==> src/rtl/inv_mix_columns_iter.sv <==
// Iterative AES InvMixColumns: a captured 128-bit state is transformed
// COLS_PER_CYCLE columns per cycle and held until the downstream side takes it.

module inv_mix_col (
   input  logic [31:0] i_col,
   output logic [31:0] o_col
);
   function automatic logic [7:0] xt(input logic [7:0] b);
      return {b[6:0], 1'b0} ^ (b[7] ? 8'h1b : 8'h00);
   endfunction

   // 9 = 8+1, b = 8+2+1, d = 8+4+1, e = 8+4+2
   function automatic logic [7:0] m9(input logic [7:0] b);
      return xt(xt(xt(b))) ^ b;
   endfunction
   function automatic logic [7:0] mb(input logic [7:0] b);
      return xt(xt(xt(b))) ^ xt(b) ^ b;
   endfunction
   function automatic logic [7:0] md(input logic [7:0] b);
      return xt(xt(xt(b))) ^ xt(xt(b)) ^ b;
   endfunction
   function automatic logic [7:0] me(input logic [7:0] b);
      return xt(xt(xt(b))) ^ xt(xt(b)) ^ xt(b);
   endfunction

   logic [7:0] w_a0, w_a1, w_a2, w_a3;
   assign {w_a0, w_a1, w_a2, w_a3} = i_col;

   assign o_col = {me(w_a0) ^ mb(w_a1) ^ md(w_a2) ^ m9(w_a3),
                   m9(w_a0) ^ me(w_a1) ^ mb(w_a2) ^ md(w_a3),
                   md(w_a0) ^ m9(w_a1) ^ me(w_a2) ^ mb(w_a3),
                   mb(w_a0) ^ md(w_a1) ^ m9(w_a2) ^ me(w_a3)};
endmodule

module inv_mix_columns_iter #(
   parameter int COLS_PER_CYCLE = 1
) (
   input  logic         clk,
   input  logic         rst,
   input  logic         in_valid,
   output logic         in_ready,
   input  logic [127:0] state_in,
   output logic         out_valid,
   input  logic         out_ready,
   output logic [127:0] state_out,
   output logic         busy
);
   localparam logic [1:0] IDLE = 2'd0;
   localparam logic [1:0] BUSY = 2'd1;
   localparam logic [1:0] DONE = 2'd2;

   logic [1:0]   r_state;
   logic [1:0]   r_col;
   logic [127:0] r_in;
   logic [127:0] r_res;

   logic [COLS_PER_CYCLE-1:0][1:0]  w_idx;
   logic [COLS_PER_CYCLE-1:0][1:0]  w_pos;
   logic [COLS_PER_CYCLE-1:0][31:0] w_col_in;
   logic [COLS_PER_CYCLE-1:0][31:0] w_col_out;
   logic [2:0]                      w_col_nxt;

   // Column 0 sits in the top word, so lane position is 3 - column index.
   for (genvar l = 0; l < COLS_PER_CYCLE; l++) begin : g_lane
      assign w_idx[l]    = r_col + 2'(l);
      assign w_pos[l]    = 2'd3 - w_idx[l];
      assign w_col_in[l] = r_in[w_pos[l]*32 +: 32];
      inv_mix_col u_col (
         .i_col (w_col_in[l]),
         .o_col (w_col_out[l])
      );
   end

   assign w_col_nxt = {1'b0, r_col} + 3'(COLS_PER_CYCLE);

   always_ff @(posedge clk or posedge rst) begin
      if (rst) begin
         r_state <= IDLE;
         r_col   <= 2'd0;
         r_in    <= '0;
         r_res   <= '0;
      end else begin
         case (r_state)
            IDLE: if (in_valid) begin
               r_in    <= state_in;
               r_col   <= 2'd0;
               r_state <= BUSY;
            end
            BUSY: begin
               for (int l = 0; l < COLS_PER_CYCLE; l++)
                  r_res[w_pos[l]*32 +: 32] <= w_col_out[l];
               r_col <= w_col_nxt[1:0];
               // carry out of the counter marks the pass that wrote column 3
               if (w_col_nxt[2]) r_state <= DONE;
            end
            DONE: if (out_ready) r_state <= IDLE;
            default: r_state <= IDLE;
         endcase
      end
   end

   assign in_ready  = (r_state == IDLE);
   assign out_valid = (r_state == DONE);
   assign busy      = (r_state == BUSY) || (r_state == DONE);
   assign state_out = r_res;
endmodule

==> config.mk <==
export PLATFORM = sky130hd
export DESIGN_NAME = inv_mix_columns_iter
export DESIGN_NICKNAME = d
export VERILOG_FILES = /design/src/rtl/inv_mix_columns_iter.sv
export SDC_FILE = /design/constraint.sdc
export NUM_CORES = 1
export LEC_CHECK = 0
export BUFFER_PORTS_ARGS = -buffer_cell sky130_fd_sc_hd__buf_2
export CORE_ASPECT_RATIO = 1.1
export CORE_MARGIN = 5
export CORE_UTILIZATION = 55
export DETAILED_ROUTE_END_ITERATION = 6
export PLACE_DENSITY = 0.88
export SYNTH_ARGS = -nofsm -noshare
export SYNTH_HDL_FRONTEND = slang
export SYNTH_HIERARCHICAL = 1
export SYNTH_SLANG_ARGS = --single-unit
==> constraint.sdc <==
create_clock -name clk -period 11.3 [get_ports clk]
set_clock_uncertainty 0.15 [all_clocks]
set_input_delay 1.695 -clock clk [delete_from_list [all_inputs] [get_ports clk]]
set_output_delay 1.695 -clock clk [all_outputs]
set_load 0.005 [all_outputs]
==> metrics.yaml <==
timing:
  hold_violations: 0
  setup_viol: 0
  max_freq_ghz: 0.253
  fin_setup_tns_ps: 0
  max-slew-margin-rel: 0.349
  rsz0062_at_grt: "false"
  period_share: 0.350
  worst_slew_pin_slew_ps: 976
  period_minus_slack_ps: 3960
  finalMaxSlewViolations: 0
yosys:
  syn_area_mm2: 0.0127
  yosysTopAreaCellShare: 0.513
  yosys_register_bits: 260
  ys_seq_area_frac: 0.513
  syn_inst: 846
  syn_area_per_cell_um2: 15.0
  synthFlopType: "dfrtp_1"
  synth_area_leaders: "dfrtp_1 51%, mux2_2 12%, a22o_1 8.8%"
  yosysMostFrequentCell: "dfrtp_1"
  synth_area_leader_cell: "dfrtp_1"
  yosysUniqueCellTypes: 34
  synth_nets: 987
  yosysWarnings: 6
  yosys-top-cells-count: "260 x dfrtp_1, 130 x mux2_2, 128 x a22o_1, 112 x xnor2_1, 44 x xor2_1"
  synthArstFlopShare: 1.00
  synth-edff-count: 0
clock_network:
  cts_root_buffer: "clkbuf_16"
  clock_path_buffers: 3
  cts_hold_buf: 0
  cts_tree: "done"
  htree_levels: 1
  cts-resized-gates: 0
  postCtsSetupBuffers: 0
  clk-insertion-delay-late_ps: 530
  path_clk_slew_ps: 60
  cts_buffers: 25
  cts_sinks: 260
worst_setup_path:
  path_class: "reg -> reg"
  crit_required_ps: 11620
  crit_path_end_kind: "flop"
  cp.arrival_ps: 4280
  worst-path-max-fanout: 40
  critPathLaunchType: "flop"
  reg2reg_slack_ps: 7340
placement:
  placed_cells: 1356
  gp_congestion: 0.969
  port_buffers: 262
  dp_hpwl_mm: 23.3
detailed_routing:
  wl_per_cell_um: 23.3
  vias: 8188
  routed_via_density: 5.84
  antenna_left: 0
  drt_pre_antenna_iters: 5
  drt_iter0_markers: 423
  route.detailed.drc: 0
  drt-total-wl_mm: 32.7
floorplan:
  coreArea_mm2: 0.0228
  die_y_um: 169
  die_area_mm2: 0.0262
  start_util: 0.557
  die_w_um: 155
  core.rowCount: 58
  ios: 263
grt:
  grt_start_max_net_pins: 123
  grt_pass1_wl_mm: 51.2
  grt_overflow: 0
  track_usage: 0.250
  antenna_found_initial: 4
  grt_pass1_vias: 8928
outcome:
  status: "finished, final reports clean"
run:
  maxCapViolations: 0
finish:
  diodes: 0
  layout.cells.non_filler: 1401
  layout-drive-gt1-share: 0.450
  synthToLayoutAreaGrowth_pct: 17.9
  fin_nets: 1224
hold_path:
  holdCritPathClass: "reg -> reg"
[final timing paths]
kind | from | endpoint | cells after the start
max | r_col[0] | state_out[35] | 7
min | state_out[72] | state_out[72] | 1
max reg2reg | r_col[0] | state_out[35] | 7
min reg2reg | state_out[72] | state_out[72] | 1
max in group asynchronous | rst | r_in[81] | 3
min in group asynchronous | rst | state_out[5] | 2
[metrics by stage]
step            util  hold WS, ps  cell area, um2  setup slack (ps)
3_5_place_dp   0.621          338           14200              7340
3_3_place_gp   0.621          333           14200              7330
2_1_floorplan      -          324           12700              2300
5_1_grt        0.656          361           15000              7170
4_1_cts        0.656          353           15000              7310
6_report       0.656          353           15000              7340
[layout make-up]
| type | instances | area (um2) |
|---|---|---|
| repair buffers | 274 | 1400 |
| multi-input cells | 515 | 5830 |
| clock buffers | 35 | 723 |
| well taps | 300 | 375 |
| fillers | 1636 | 7830 |
| inverters | 7 | 33.8 |
| clock inverters | 10 | 83.8 |
| flip-flops and latches | 260 | 6510 |
[cell usage in the layout (no fill, tap or decap), drive strengths merged, types with 6 or more instances in the layout]
| cell | n |
|---|---|
| a22o | 128 |
| buf | 274 |
| clkbuf | 35 |
| clkinv | 6 |
| dfrtp | 260 |
| ha | 9 |
| inv | 8 |
| mux2 | 130 |
| mux4 | 32 |
| nand2 | 9 |
| xnor2 | 115 |
| xnor3 | 27 |
| xor2 | 46 |
| xor3 | 8 |
[critical path, cell delays in order (launching register included)]
cell	delay [ps]
dfrtp_2	340
buf_4	570
mux4_2	720
xnor2_1	460
xnor3_1	560
xnor2_1	220
xnor2_1	590
a22o_1	230
[cell families after synthesis]
kind of cell               share of synthesized area
adders and majority gates                    0.00887
buffers and inverters                         0.0292
DFF                                            0.513
xor gates and xnor gates                       0.178
and+or+nand+nor                              0.00789
AOI/OAI and AO/OA                             0.0900
muxes                                          0.173
[layer usage]
layer	part of all wire	global-route usage	up-vias
met1	0.39	0.329	4182
met5	0.0013	0	-
li1	-	-	3540
met3	0.077	0.0492	77
met4	0.029	0.0826	8
met2	0.50	0.422	381
[registers in the layout, summed over array words and instances (netlist names)]
signal	cells
r_state	2
r_col	2
r_in	128
state_out	128
Power is not shown: default switching activity piles up to over one toggle a cycle in this logic, so the estimate is an artifact.
